--- src/rtl/alu_pkg.sv ---
// Shared definitions for the ALU issue path: op codes, aluop/funct encodings
// and the payload entry used by the issue-stage registers.
`timescale 1ns/1ps
package alu_pkg;

  // Payload widths; the issue stage's N/TW parameters default to these.
  localparam int ALU_N  = 32;
  localparam int ALU_TW = 5;

  // ALU op codes {ainvert, bnegate, op[1:0]}
  localparam logic [3:0] OPE_AND = 4'b0000;
  localparam logic [3:0] OPE_OR  = 4'b0001;
  localparam logic [3:0] OPE_ADD = 4'b0010;
  localparam logic [3:0] OPE_SUB = 4'b0110;
  localparam logic [3:0] OPE_SLT = 4'b0111;
  localparam logic [3:0] OPE_NOR = 4'b1100;

  localparam logic [1:0] ALUOP_ADD   = 2'b00;
  localparam logic [1:0] ALUOP_SUB   = 2'b01;
  localparam logic [1:0] ALUOP_RTYPE = 2'b10;
  localparam logic [1:0] ALUOP_ORI   = 2'b11;

  localparam logic [5:0] FUNCT_ADD = 6'b100000;
  localparam logic [5:0] FUNCT_SUB = 6'b100010;
  localparam logic [5:0] FUNCT_AND = 6'b100100;
  localparam logic [5:0] FUNCT_OR  = 6'b100101;
  localparam logic [5:0] FUNCT_NOR = 6'b100111;
  localparam logic [5:0] FUNCT_SLT = 6'b101010;

  typedef struct packed {
    logic [ALU_N-1:0]  a;
    logic [ALU_N-1:0]  b;
    logic [3:0]        ope;
    logic              cin;
    logic [ALU_TW-1:0] tag;
    logic              illegal;
  } issue_entry_t;

  localparam issue_entry_t ENTRY_RESET = '{
    a: '0, b: '0, ope: OPE_ADD, cin: 1'b0, tag: '0, illegal: 1'b0
  };

endpackage

--- src/rtl/alu_ctrl_decode.sv ---
// ALU control decode: aluop/funct to the 4-bit ALU op code, carry-in and an
// illegal-funct flag. Purely combinational; shared with the branch-compare path.
`timescale 1ns/1ps
module alu_ctrl_decode
  import alu_pkg::*;
(
  input  logic [1:0] i_aluop,
  input  logic [5:0] i_funct,
  output logic [3:0] o_ope,
  output logic       o_cin,
  output logic       o_illegal
);

  // NOTE: defaults first so every path assigns every output and no latch is inferred.
  always_comb begin
    o_ope     = OPE_ADD;
    o_illegal = 1'b0;
    case (i_aluop)
      ALUOP_ADD: o_ope = OPE_ADD;
      ALUOP_SUB: o_ope = OPE_SUB;
      ALUOP_ORI: o_ope = OPE_OR;
      default: begin
        case (i_funct)
          FUNCT_ADD: o_ope = OPE_ADD;
          FUNCT_SUB: o_ope = OPE_SUB;
          FUNCT_AND: o_ope = OPE_AND;
          FUNCT_OR:  o_ope = OPE_OR;
          FUNCT_NOR: o_ope = OPE_NOR;
          FUNCT_SLT: o_ope = OPE_SLT;
          default:   o_illegal = 1'b1;  // undefined funct still issues as ADD
        endcase
      end
    endcase
  end

  assign o_cin = o_ope[2];

endmodule

--- src/rtl/alu_issue_stage.sv ---
// Issue register stage in front of the ripple ALU: decodes control, selects and
// extends operand B, and registers the op behind a 2-entry skid buffer.
`timescale 1ns/1ps
module alu_issue_stage
  import alu_pkg::*;
#(
  parameter int N  = ALU_N,
  parameter int TW = ALU_TW
) (
  input  logic          clk_i,
  input  logic          rst_i,
  input  logic          flush_i,
  input  logic          in_valid_i,
  output logic          in_ready_o,
  input  logic [1:0]    aluop_i,
  input  logic [5:0]    funct_i,
  input  logic [N-1:0]  rs_val_i,
  input  logic [N-1:0]  rt_val_i,
  input  logic [15:0]   imm_i,
  input  logic          alusrc_i,
  input  logic [TW-1:0] tag_i,
  output logic          out_valid_o,
  input  logic          out_ready_i,
  output logic [N-1:0]  a_o,
  output logic [N-1:0]  b_o,
  output logic [3:0]    ope_o,
  output logic          cin_o,
  output logic [TW-1:0] tag_o,
  output logic          illegal_o
);

  logic [3:0]   w_ope;
  logic         w_cin;
  logic         w_illegal;
  logic [N-1:0] w_b_imm;
  logic [N-1:0] w_b;
  logic         w_accept;
  logic         w_main_free;
  issue_entry_t w_in;

  issue_entry_t r_main;
  issue_entry_t r_skid;
  logic         r_main_valid;
  logic         r_skid_valid;

  alu_ctrl_decode u_decode (
    .i_aluop   (aluop_i),
    .i_funct   (funct_i),
    .o_ope     (w_ope),
    .o_cin     (w_cin),
    .o_illegal (w_illegal)
  );

  // OR-immediate is a logical op, so its immediate is zero-extended.
  assign w_b_imm = (aluop_i == ALUOP_ORI) ? N'(imm_i) : N'($signed(imm_i));
  assign w_b     = alusrc_i ? w_b_imm : rt_val_i;

  assign w_in = '{
    a: rs_val_i, b: w_b, ope: w_ope, cin: w_cin, tag: tag_i, illegal: w_illegal
  };

  assign w_accept    = in_valid_i & ~r_skid_valid;
  assign w_main_free = ~r_main_valid | out_ready_i;

  // NOTE: the main payload is reset because it drives the outputs directly and they
  // have defined reset values; the skid payload is only read once its valid bit is
  // set, so it is left unreset.
  always_ff @(posedge clk_i or posedge rst_i) begin
    if (rst_i) begin
      r_main_valid <= 1'b0;
      r_skid_valid <= 1'b0;
      r_main       <= ENTRY_RESET;
    end else if (flush_i) begin
      r_main_valid <= 1'b0;
      r_skid_valid <= 1'b0;
    end else if (w_main_free) begin
      if (r_skid_valid) begin
        r_main       <= r_skid;
        r_main_valid <= 1'b1;
        r_skid_valid <= 1'b0;
      end else begin
        r_main_valid <= w_accept;
        if (w_accept) r_main <= w_in;
      end
    end else if (w_accept) begin
      r_skid_valid <= 1'b1;
    end
  end

  // Skid captures only when main is stalled holding a valid op.
  always_ff @(posedge clk_i) begin
    if (!flush_i && !w_main_free && w_accept) r_skid <= w_in;
  end

  assign in_ready_o  = ~r_skid_valid;
  assign out_valid_o = r_main_valid;
  assign a_o         = r_main.a;
  assign b_o         = r_main.b;
  assign ope_o       = r_main.ope;
  assign cin_o       = r_main.cin;
  assign tag_o       = r_main.tag;
  assign illegal_o   = r_main.illegal;

endmodule

--- config.mk ---
export PLATFORM = sky130hd
export DESIGN_NAME = alu_issue_stage
export DESIGN_NICKNAME = d
export VERILOG_FILES = /design/src/rtl/alu_pkg.sv /design/src/rtl/alu_ctrl_decode.sv /design/src/rtl/alu_issue_stage.sv
export SDC_FILE = /design/constraint.sdc
export NUM_CORES = 1
export LEC_CHECK = 0
export CAP_MARGIN = 20
export CORE_ASPECT_RATIO = 1.2
export CORE_MARGIN = 2
export CORE_UTILIZATION = 45
export CTS_BUF_LIST = sky130_fd_sc_hd__clkbuf_4 sky130_fd_sc_hd__clkbuf_8
export DETAILED_ROUTE_END_ITERATION = 10
export PLACE_DENSITY = 0.79
export SLEW_MARGIN = 40
export SYNTH_ARGS = -nofsm -noshare
export SYNTH_HDL_FRONTEND = slang
export SYNTH_SLANG_ARGS = --single-unit
--- constraint.sdc ---
create_clock -name clk_i -period 9 [get_ports clk_i]
set_clock_uncertainty 0.1 [all_clocks]
set_input_delay 1.35 -clock clk_i [delete_from_list [all_inputs] [get_ports clk_i]]
set_output_delay 1.35 -clock clk_i [all_outputs]
set_load 0.03 [all_outputs]
# == After elaboration in Yosys (flattened, before gate mapping) ==
# Index checks and enable logic that the tools add are counted.
# totals
ff_bits,152
latch_bits,0
ram_bits,0
romBits,0
input_bits,99
output_inout_bits,77
elab_cells,52
mem_count,0
# op_classes
addsub,0
multipliers,0
div_mod_pow,0
n_lt_le_gt_ge,0
eq_ne,8
shift,0
mux,14
bitwise,5
n_reduce_logical,11
# op_table
operator,n
75-bit two-way mux,2
32-bit two-way mux,2
"6-bit == test, second input constant",6
4-bit one-hot mux with 5 select lines,1
4-bit one-hot mux with 3 select lines,1
1-bit two-way mux,8
6-bit OR reduction,1
2-bit nonzero test,2
1-bit inverter,3
3-bit AND reduction,1
3-bit nonzero test,1
3-bit OR reduction,1
"2-bit by 1-bit == test with 1-bit output, second input constant",1
"2-bit == test, second input constant",1
1-bit logical AND,2
1-bit zero test,2
2-bit zero test,1
1-bit bitwise AND,1
1-bit bitwise OR,1

# == Depth between registers and ports, before layout ==
# Gate-level depths: netlist (run 1).
# logic_depth
depth_word,6
mapped_depth,8
depth_no_buf,4

# == Cells and area by module ==
# From an unflattened synthesis (run 1), not the netlist that was laid out.
# hier_totals
cells_unflattened,517
area_unflattened_um2,6526.3
# by_module_without_submodules
mod,instances,cells_per_inst,area_each_um2,seq_area_each_um2
alu_issue_stage,1,498,6397.4,4180.3
alu_ctrl_decode,1,19,128.9,0.0

# == Worst setup path after synthesis (run 1) ==
# OpenSTA, ideal clock, no wires.
# synth_timing
kind,input to register
startpoint,input port out_ready_i
endpoint,"register r_skid[0] in the netlist's numbering, enable pin"
setup_time_ns,0.718
arrival_ns,9.149
t_required_ns,8.182
path_slack_ns,-0.967
path_stages,2
n_path_buf,0
path_cell_list,nand2b_1 -> nor4b_1
# synth_between
elab_chain_cells,4
# synth_lines
element,line_no,rtl
from (decl),alu_issue_stage.sv:23,"input logic out_ready_i,"
1-bit bitwise OR,alu_issue_stage.sv:63,assign w_main_free = ~r_main_valid | out_ready_i;
1-bit zero test,alu_issue_stage.sv:92,if (!flush_i && !w_main_free && w_accept) r_skid <= w_in;
1-bit logical AND (2 in series),alu_issue_stage.sv:92,
to (signal assigned),alu_issue_stage.sv:92,
to (decl),alu_issue_stage.sv:42,issue_entry_t r_skid;
# No other way between the ends.
# A chain may end at the register's enable or synchronous reset.

# == Worst setup path after layout (run 1) ==
# layout_timing
startpoint,register r_skid_valid
endpoint,output port in_ready_o
# layout_between
elab_chain_cells,1
# layout_lines
element,line_no,rtl
from (decl),alu_issue_stage.sv:44,logic r_skid_valid;
from (signal assigned),alu_issue_stage.sv:71,r_skid_valid <= 1'b0;
from (signal assigned),alu_issue_stage.sv:75,r_skid_valid <= 1'b0;
from (signal assigned),alu_issue_stage.sv:80,r_skid_valid <= 1'b0;
1-bit inverter,alu_issue_stage.sv:95,assign in_ready_o = ~r_skid_valid;
to (decl),alu_issue_stage.sv:14,"output logic in_ready_o,"
# No other way between the ends.

==> metrics.csv, run 1 <==
metric,value,unit
status,"finished, final reports clean",
Lkg Pwr,3.47,nW
syn_area_per_cell,12.9,sq um
Worst EP arrival,2.14,ns
Synth Area in Compound Gates,9.00,%
fin crit period,3.59,ns
Synth top cells by count,"75 x dfrtp_1, 74 x edfxtp_1, 72 x nand2_1",
min-delay worst type,reg2reg,
Core Region,13700,sq um
largest family of logic cells by synthesized area,multiplexers,
Die Area,14900,sq um
post-CTS sizing,0,
first-pass GRT wire length,22800,microns
# clock sinks,150,
die width,112,microns
number of warnings issued by yosys,0,
I/O pin count,176,
Syn Std Cell Area,6270,sq um
CTS tree,done,
largest net degree at the start of global routing,95,
final WL,14100,microns
Net Sw Frac,27.9,%
top-area cell type share of the netlist area,35.4,%
Initial Util,45.8,%
maximum vdd drop,0.000113,V
Critical Path Fanout Max,39,
mux cell area share after synthesis,14.0,%
CTS hold repair buffers,0,
"Most Used Layer, Global Route",met2,
Least-Margin Pin Slew,0.777,ns
synth-to-layout area growth,36.5,%
Via density,5.19,
unrepaired setup endpoints after global routing,no,
GR Util met2,32.9,%
Synth area leader,edfxtp_1,
startpoint types,register,
most common cell in the synthesized netlist,dfrtp_1,
Post-Syn Nets,585,
Clock Path Buffers,2,
Tcrit/Tclk final,39.9,%
Worst-path clk slew,0.08,ns
setup_tns,0,ns
Fin. Hold Viols,0,
Vias,4341,
I/O Buffers,175,
"flops & latches, synth",150,
GP Congestion,0.808,
DP HPWL,9440,microns
Die H,133,microns
Simple-Gate Fraction of Synth Area,6.74,%
Root Buffer,clkbuf_8,
Max Slew Vio Count,0,
Syn Inst Count,486,
Synth area leaders,"edfxtp_1 35%, dfrtp_1 30%, mux2i_1 11%",
ant diodes,0,
Final #Nets,751,
FILL cells,1111,
post-synthesis adder-cell area fraction,0,%
Post-synth EDFFs,74,
power density over cell area,209,nW/um^2
global route overflow,0,
met1 GRT Util,22.1,%
Core Rows,47,
Comb pwr share,21.8,%
initial antenna violation count,0,
WP data required,7.55,ns
layout cells sized above 1,9.02,%
Synth Area in XOR/XNOR,0,%
Crit Path Category,reg2out,
overall routing resource usage,19.4,%
routed len/inst,16.8,microns
Netlist cell types,36,
register area share after synthesis,65.8,%
NetSw,0.500,mW
met3 track demand over resource,7.37,%
TritonCTS buffer count,17,
vias in the first global route,4644,
antenna-violating nets left,0,
dominant synthesized flop cell,dfrtp_1,
Clock Power Share,32.7,%
share of synthesized registers carrying an async set or reset,50.7,%
post-CTS setup buffers,0,
internal power,1.29,mW
Finished Core Util,62.5,%
latest clock arrival within the worst-skew pair,0.43,ns
Crit. End Element,output pin,
Pre-Repair DR Iteration Count,4,
number of remaining DRC errors,0,
Sequential Power Share,45.5,%
slew margin rel.,48.2,%
Initial DRC Count,215,
maxcap violations,0,
maximum clock frequency,0.279,GHz
CTS H-tree depth,4,
# setup viols final,0,
## final cells by class
class	instances	area [sq um]	share of cell area (%)
Tap cell	171	214	2.50
Inverter	19	75.1	0.877
Sequential cell	150	4130	48.2
Timing Repair Buffer	180	1800	21.0
Clock buffer	19	249	2.91
Multi-Input combinational cell	284	1890	22.1
Clock inverter	13	206	2.41
## critical path, cell delays in order (launching register included)
cell and delay (ns):
dfrtp_2 0.42, inv_4 0.46, clkdlybuf4s50_1 0.80
## kinds of logic after synthesis
family | after synthesis
DFF | 150
muxes | 86
buffers and inverters | 52
AOI/OAI and AO/OA | 103
and+or+nand+nor | 95
## power groups by stage
| stage | clock network (mW) | logic [mW] | registers [mW] |
|---|---|---|---|
| global route | 0.629 | 0.416 | 0.822 |
| floorplan | 0 | 0.101 | 0.933 |
| detailed placement | 0 | 0.393 | 0.829 |
| finish | 0.585 | 0.389 | 0.815 |
| global placement | 0 | 0.382 | 0.828 |
| CTS | 0.600 | 0.393 | 0.816 |
## sequential cells by signal, indices dropped and copies added, names as in the netlist
signal        count
r_skid           74
a_o              32
b_o              32
tag_o             5
ope_o             4
illegal_o         1
out_valid_o       1
r_skid_valid      1
## layer usage
metal	part of all wire (%)	routed length, microns	up-vias
met5	0	0	-
met4	2.1	302	0
met3	6.7	944	21
met2	50	7000	137
met1	41	5810	2116
li1	-	-	2067
## layout by cell type, fill, tap and decap left out, types with 3 or more instances in the layout
master             n
a21oi_1            4
buf_6              3
bufinv_16          5
clkbuf_8          17
clkdlybuf4s50_1  175
clkinv_2           4
dfrtp_1           74
edfxtp_1          74
inv_1             17
mux2_2            16
mux2i_1           70
nand2_1           72
nor2_1             4
nor3_1             3
o21a_1             3
o21ai_0           14
o21ai_1           60
o22ai_1           16
## metrics by stage
stage | setup WS [ns] | instances | hold slack (ns) | total power, mW | area, sq um
2_1_floorplan | 2.73 | 486 | 0.391 | 1.03 | 6280
3_3_place_gp | 5.31 | 804 | 0.366 | 1.21 | 8090
3_5_place_dp | 5.19 | 804 | 0.374 | 1.22 | 8100
4_1_cts | 5.37 | 836 | 0.392 | 1.81 | 8560
5_1_grt | 5.31 | 836 | 0.419 | 1.87 | 8560
6_report | 5.41 | 836 | 0.387 | 1.79 | 8560
## path summary, 6_finish.rpt
kind | from | end | slack, ns | depth (start not counted)
hold reg to reg | a_o[18] | a_o[18] | 0.39 | 2
setup / recovery | r_skid_valid | in_ready_o | 5.41 | 2
min in group asynchronous | rst_i | a_o[13] | 1.32 | 3
hold / removal | a_o[18] | a_o[18] | 0.39 | 2
setup reg to reg | r_skid_valid | b_o[25] | 6.32 | 6
max in group asynchronous | rst_i | r_skid_valid | 6.93 | 3
Note: power is estimated with default switching activity, not from simulation.
==> inputs of run 2 (changes only) <==
Settings changed: CORE_UTILIZATION 45 to 50, PLACE_DENSITY 0.79 to 0.83.
Clock period 9 ns to 3.55 ns, I/O delays scaled along.
==> run 2 against run 1 <==
Net effect:
- first-iteration DRC count up 1.9%
- cell count down 0.60%
- flip-flop and latch count unchanged
- worst setup slack worse by 4.5 ns
- critical path depth unchanged
- worst hold slack worse by 0.0042 ns
- critical endpoint unchanged
- largest power group unchanged
- die area down 9.7%
- via count up 0.46%
- core utilization up 8.3 points
- global-route usage up 3.4 points
- sequential share of layout area down 0.29 points
==> metrics.csv, run 2 (synthesis gave the netlist of run 1 again) <==
metric,value,unit,change
status,"finished, final reports clean",,unchanged
Crit Path Category,reg2out,,unchanged
Critical Path Fanout Max,15,,was 39
number of remaining DRC errors,0,,unchanged
Lkg Pwr,3.50,nW,was 3.47 nW
power density over cell area,524,nW/um^2,was 209 nW/um^2
max reg flops,74,,unchanged
antenna-violating nets left,0,,unchanged
overall routing resource usage,22.8,%,was 19.4%
slew margin rel.,50.0,%,was 48.2%
largest net degree at the start of global routing,75,,was 95
global route overflow,0,,unchanged
TritonCTS buffer count,17,,unchanged
Least-Margin Pin Slew,0.750,ns,was 0.777 ns
total power,4.52,mW,was 1.79 mW
Die Area,13500,sq um,"was 14,900 sq um"
"Most flops, register",r_skid,,unchanged
final cell count without fillers,831,,was 836
Placed Instances,799,,was 804
Core Rows,44,,was 47
min-delay worst type,reg2reg,,unchanged
worst slack at placement,0.937,ns,was 5.19 ns
Comb pwr share,22.2,%,was 21.8%
Max Slew Vio Count,0,,unchanged
WP data required,2.92,ns,was 7.55 ns
Core Region,12200,sq um,"was 13,700 sq um"
Finished Core Util,70.8,%,was 62.5%
WHS,0.383,ns,was 0.387 ns
CTS tree,done,,unchanged
# clock sinks,150,,unchanged
CTS hold repair buffers,0,,unchanged
Initial DRC Count,219,,was 215
first-pass GRT wire length,23700,microns,"was 22,800 microns"
area of placed instances,8160,sq um,was 8100 sq um
maximum clock frequency,0.381,GHz,
die width,106,microns,was 112 microns
I/O Buffers,175,,unchanged
Vias,4361,,"was 4,341"
Sequential Power Share,45.8,%,was 45.5%
layout cells sized above 1,9.70,%,was 9.02%
maxcap violations,0,,unchanged
Net Sw Frac,28.1,%,was 27.9%
unrepaired setup endpoints after global routing,no,,unchanged
maximum vdd drop,0.000315,V,was 0.000113 V
Via density,5.25,,was 5.19
final WL,14700,microns,"was 14,100 microns"
initial antenna violation count,0,,unchanged
latest clock arrival within the worst-skew pair,0.43,ns,about the same
"most common cell after layout, fill and taps aside",clkdlybuf4s50_1,,unchanged
fin crit period,2.62,ns,
GP Congestion,0.807,,was 0.808
post-CTS setup buffers,0,,unchanged
internal power,3.25,mW,was 1.29 mW
post-CTS sizing,0,,unchanged
NetSw,1.27,mW,was 0.500 mW
"commonest non-fill, non-tap cells in the layout","175 x clkdlybuf4s50_1, 74 x dfrtp_1, 74 x edfxtp_1, 72 x nand2_1, 70 x mux2i_1",,unchanged
Final #Nets,756,,was 751
Clock Path Buffers,2,,unchanged
Crit. End Element,output pin,,unchanged
Fin. Hold Viols,0,,unchanged
DP HPWL,10200,microns,was 9440 microns
design area,8610,sq um,was 8560 sq um
Worst-path clk slew,0.08,ns,about the same
Tcrit/Tclk final,73.9,%,
post-route setup slack,0.928,ns,was 5.41 ns
Die H,127,microns,was 133 microns
Pre-Repair DR Iteration Count,4,,unchanged
Initial Util,51.5,%,was 45.8%
routed len/inst,17.6,microns,was 16.8 microns
startpoint types,register,,unchanged
CTS H-tree depth,4,,unchanged
Clock Power Share,32.0,%,was 32.7%
# setup viols final,0,,unchanged
I/O pin count,176,,unchanged
vias in the first global route,4646,,"was 4,644"
Worst EP arrival,1.99,ns,was 2.14 ns
Root Buffer,clkbuf_8,,unchanged
setup_tns,0,ns,unchanged
ant diodes,0,,unchanged
synth-to-layout area growth,37.3,%,was 36.5%
run 2: cell count changes in the layout (fill, tap and decap cells not counted), moves of 2 or more:
cell / change
clkbuf_8: +3
buf_12: +3
buf_6: -3
buf_4: +5
clkinv_2: -2
clkbuf_4: -2
run 2: per-layer routing:
layer  vias up  wire length [microns]  GRT usage, %
li1       2090                      -             -
met1      2113                   6160          29.1
met2       144                   7330          38.2
met3        14                    995          6.17
met4         0                    174          7.04
met5         -                      0             0
run 2: final cells by class:
type                       count  area [sq um]
sequential                   150          4130
clock inverter                12           174
fill                         876          3560
tap                          161           201
inverter                      19          73.8
multi-input combinational    284          1900
timing repair buffer         185          1860
clock buffer                  20           275
run 2: power groups by stage:
stage	clock (mW)	sequential [mW]	combinational (mW)
4_1_cts	1.47	2.07	1.01
5_1_grt	1.54	2.09	1.07
6_report	1.45	2.07	1.00
3_3_place_gp	0	2.10	0.975
2_1_floorplan	0	2.36	0.258
3_5_place_dp	0	2.10	1.01
run 2: path summary, 6_finish.rpt:
check | depth (start not counted) | to | slack [ns] | startpoint
max in group asynchronous | 3 | a_o[13] | 2.20 | rst_i
min in group asynchronous | 2 | out_valid_o | 0.42 | rst_i
setup / recovery | 2 | in_ready_o | 0.93 | r_skid_valid
setup reg to reg | 6 | b_o[17] | 1.55 | out_valid_o
hold reg to reg | 2 | a_o[17] | 0.38 | a_o[17]
hold / removal | 2 | a_o[17] | 0.38 | a_o[17]
run 2: worst max-delay path, stage by stage (launching register included):
cell             delay [ns]
dfrtp_2                0.46
inv_2                  0.35
clkdlybuf4s50_1        0.76
==> inputs of run 3 (changes only) <==
Clock period 3.55 ns to 2.5 ns, I/O delays scaled along.
==> run 3 against run 2 <==
Net effect:
- combinational power rose by 42%
- largest cell class unchanged
- power rose by 36%
- die area did not move
- critical path depth did not move
- global-route usage fell by 0.39 points
- first-iteration DRC count fell by 0.46%
- highest routed layer unchanged
- worst hold slack got worse by 0.16 ns
- clock-buffer cell count did not move
- core utilization fell by 0.44 points
- clock power rose by 24%
- sequential share of layout area rose by 0.32 points
==> metrics.csv, run 3 (synthesis gave the netlist of run 1 again) <==
metric,value,unit,change
status,"finished, final reports clean",,unchanged
WP data required,2.03,ns,was 2.92 ns
Die H,127,microns,unchanged
slowest cell delay on critical path,0.67,ns,was 0.76 ns
crit path cell chain,"inv_2, clkdlybuf4s50_1",,unchanged
"Most Used Layer, Global Route",met2,,unchanged
DP HPWL,10100,microns,"was 10,200 microns"
WP depth,2,,unchanged
Clock Path Buffers,2,,unchanged
"commonest non-fill, non-tap cells in the layout","175 x clkdlybuf4s50_1, 74 x edfxtp_1, 73 x dfrtp_1, 72 x nand2_1, 70 x mux2i_1",,"was 175 x clkdlybuf4s50_1, 74 x dfrtp_1, 74 x edfxtp_1, 72 x nand2_1, 70 x mux2i_1"
Final #Nets,757,,was 756
post-CTS sizing,0,,unchanged
Core Rows,44,,unchanged
GR Util met2,37.2,%,was 38.2%
Die Area,13500,sq um,unchanged
met3 track demand over resource,6.68,%,was 6.17%
post-CTS setup buffers,0,,unchanged
synth-to-layout area growth,36.5,%,was 37.3%
Worst EP arrival,1.75,ns,was 1.99 ns
I/O pin count,176,,unchanged
max reg flops,74,,unchanged
TritonCTS buffer count,17,,unchanged
I/O Buffers,175,,unchanged
final cell count without fillers,832,,was 831
"most common cell after layout, fill and taps aside",clkdlybuf4s50_1,,unchanged
initial antenna violation count,0,,unchanged
ant diodes,0,,unchanged
CTS hold repair buffers,0,,unchanged
met1 GRT Util,28.7,%,was 29.1%
CP Launch Point,r_skid_valid,,unchanged
latest clock arrival within the worst-skew pair,0.43,ns,about the same
Crit Path Category,reg2out,,unchanged
Core Region,12200,sq um,unchanged
routed len/inst,17.5,microns,was 17.6 microns
number of remaining DRC errors,0,,unchanged
Reg2Reg Setup Slack,0.50,ns,was 1.55 ns
Fin. Hold Viols,0,,unchanged
unrepaired setup endpoints after global routing,no,,unchanged
CTS tree,done,,unchanged
vias in the first global route,4722,,"was 4,646"
Vias,4446,,"was 4,361"
RR Endpoint,illegal_o,,was b_o[17]
GP Congestion,0.781,,was 0.807
Pre-Repair DR Iteration Count,4,,unchanged
final WL,14500,microns,"was 14,700 microns"
maximum vdd drop,0.000406,V,was 0.000315 V
largest net degree at the start of global routing,106,,was 75
FILL cells,841,,was 876
CP endpoint,in_ready_o,,unchanged
Max Slew Vio Count,0,,unchanged
"Most flops, register",r_skid,,unchanged
CTS H-tree depth,4,,unchanged
worst slack at placement,0.112,ns,was 0.937 ns
die width,106,microns,unchanged
first-pass GRT wire length,23600,microns,"was 23,700 microns"
FF/Latch Area,4130,sq um,about the same
Least-Margin Pin Slew,0.772,ns,was 0.750 ns
slew margin rel.,48.5,%,was 50.0%
Crit. End Element,output pin,,unchanged
layout cells sized above 1,10.1,%,was 9.70%
Critical Path Fanout Max,12,,was 15
maxcap violations,0,,unchanged
fin crit period,2.23,ns,
Finished Core Util,70.3,%,was 70.8%
Reg2Reg Depth,5,,was 6
CP max stage cell,clkdlybuf4s50_1,,unchanged
startpoint types,register,,unchanged
Via density,5.34,,was 5.25
Root Buffer,clkbuf_8,,unchanged
"CP delay by family, top",buffers and inverters,,unchanged
# setup viols final,0,,unchanged
FF-to-FF Start,r_skid_valid,,was out_valid_o
WP buf/inv,2,,unchanged
Tcrit/Tclk final,89.0,%,
Initial DRC Count,218,,was 219
antenna-violating nets left,0,,unchanged
global route overflow,0,,unchanged
Initial Util,51.5,%,unchanged
maximum clock frequency,0.449,GHz,
Lkg Pwr,3.46,nW,was 3.50 nW
Placed Instances,800,,was 799
post-route setup slack,0.274,ns,was 0.928 ns
min-delay worst type,in2async,,was reg2reg
Multi-input gate area,1900,sq um,unchanged
power density over cell area,719,nW/um^2,was 524 nW/um^2
# clock sinks,150,,unchanged
Worst-path clk slew,0.09,ns,was 0.08 ns
overall routing resource usage,22.4,%,was 22.8%
-- run 3: layer usage --
layer	vias up	part of all wire, %
met3	14	6.2
met2	160	50
met4	0	1.1
met1	2193	43
li1	2079	-
met5	-	0
-- run 3: where the power goes --
part | leakage (nW) | switching, mW | internal [mW]
registers | 1.62 | 0.121 | 2.81
clock network | 0.178 | 0.936 | 0.862
logic | 1.67 | 0.790 | 0.632
total | 3.46 | 1.85 | 4.31
-- run 3: how the worst min path moves through the flow --
stage	start	end	depth (start not counted)
4_1_cts	rst_i	b_o[18]	2
6_report	rst_i	b_o[18]	2
5_1_grt	rst_i	b_o[18]	2
3_5_place_dp	ope_o[3]	ope_o[3]	2
2_1_floorplan	flush_i	out_valid_o	1
3_3_place_gp	a_o[21]	a_o[21]	2
-- run 3: layout make-up --
type                            count  area share [%]
Sequential cell                   150            48.2
Multi-Input combinational cell    284            22.2
Timing Repair Buffer              186            21.9
Clock buffer                       20            3.14
Tap cell                          161            2.35
Clock inverter                     12            1.39
Inverter                           19           0.848
-- run 3: per-stage QoR --
stage                     TNS (ns)  hold slack, ns  area [sq um]  power [mW]
final                            0           0.220          8560        6.15
after CTS                        0           0.213          8560        6.21
after detailed placement         0           0.371          8170        4.42
after global routing             0           0.235          8560        6.41
after floorplan             -78.54           0.334          6310        3.73
after global placement           0           0.366          8170        4.37
-- run 3: worst register-to-register path, stage by stage, from the launching register on --
cell and delay, ns:
dfrtp_2 0.55, inv_2 0.11, buf_4 0.51, nor4b_1 0.17
a21oi_1 0.24, o21ai_0 0.18
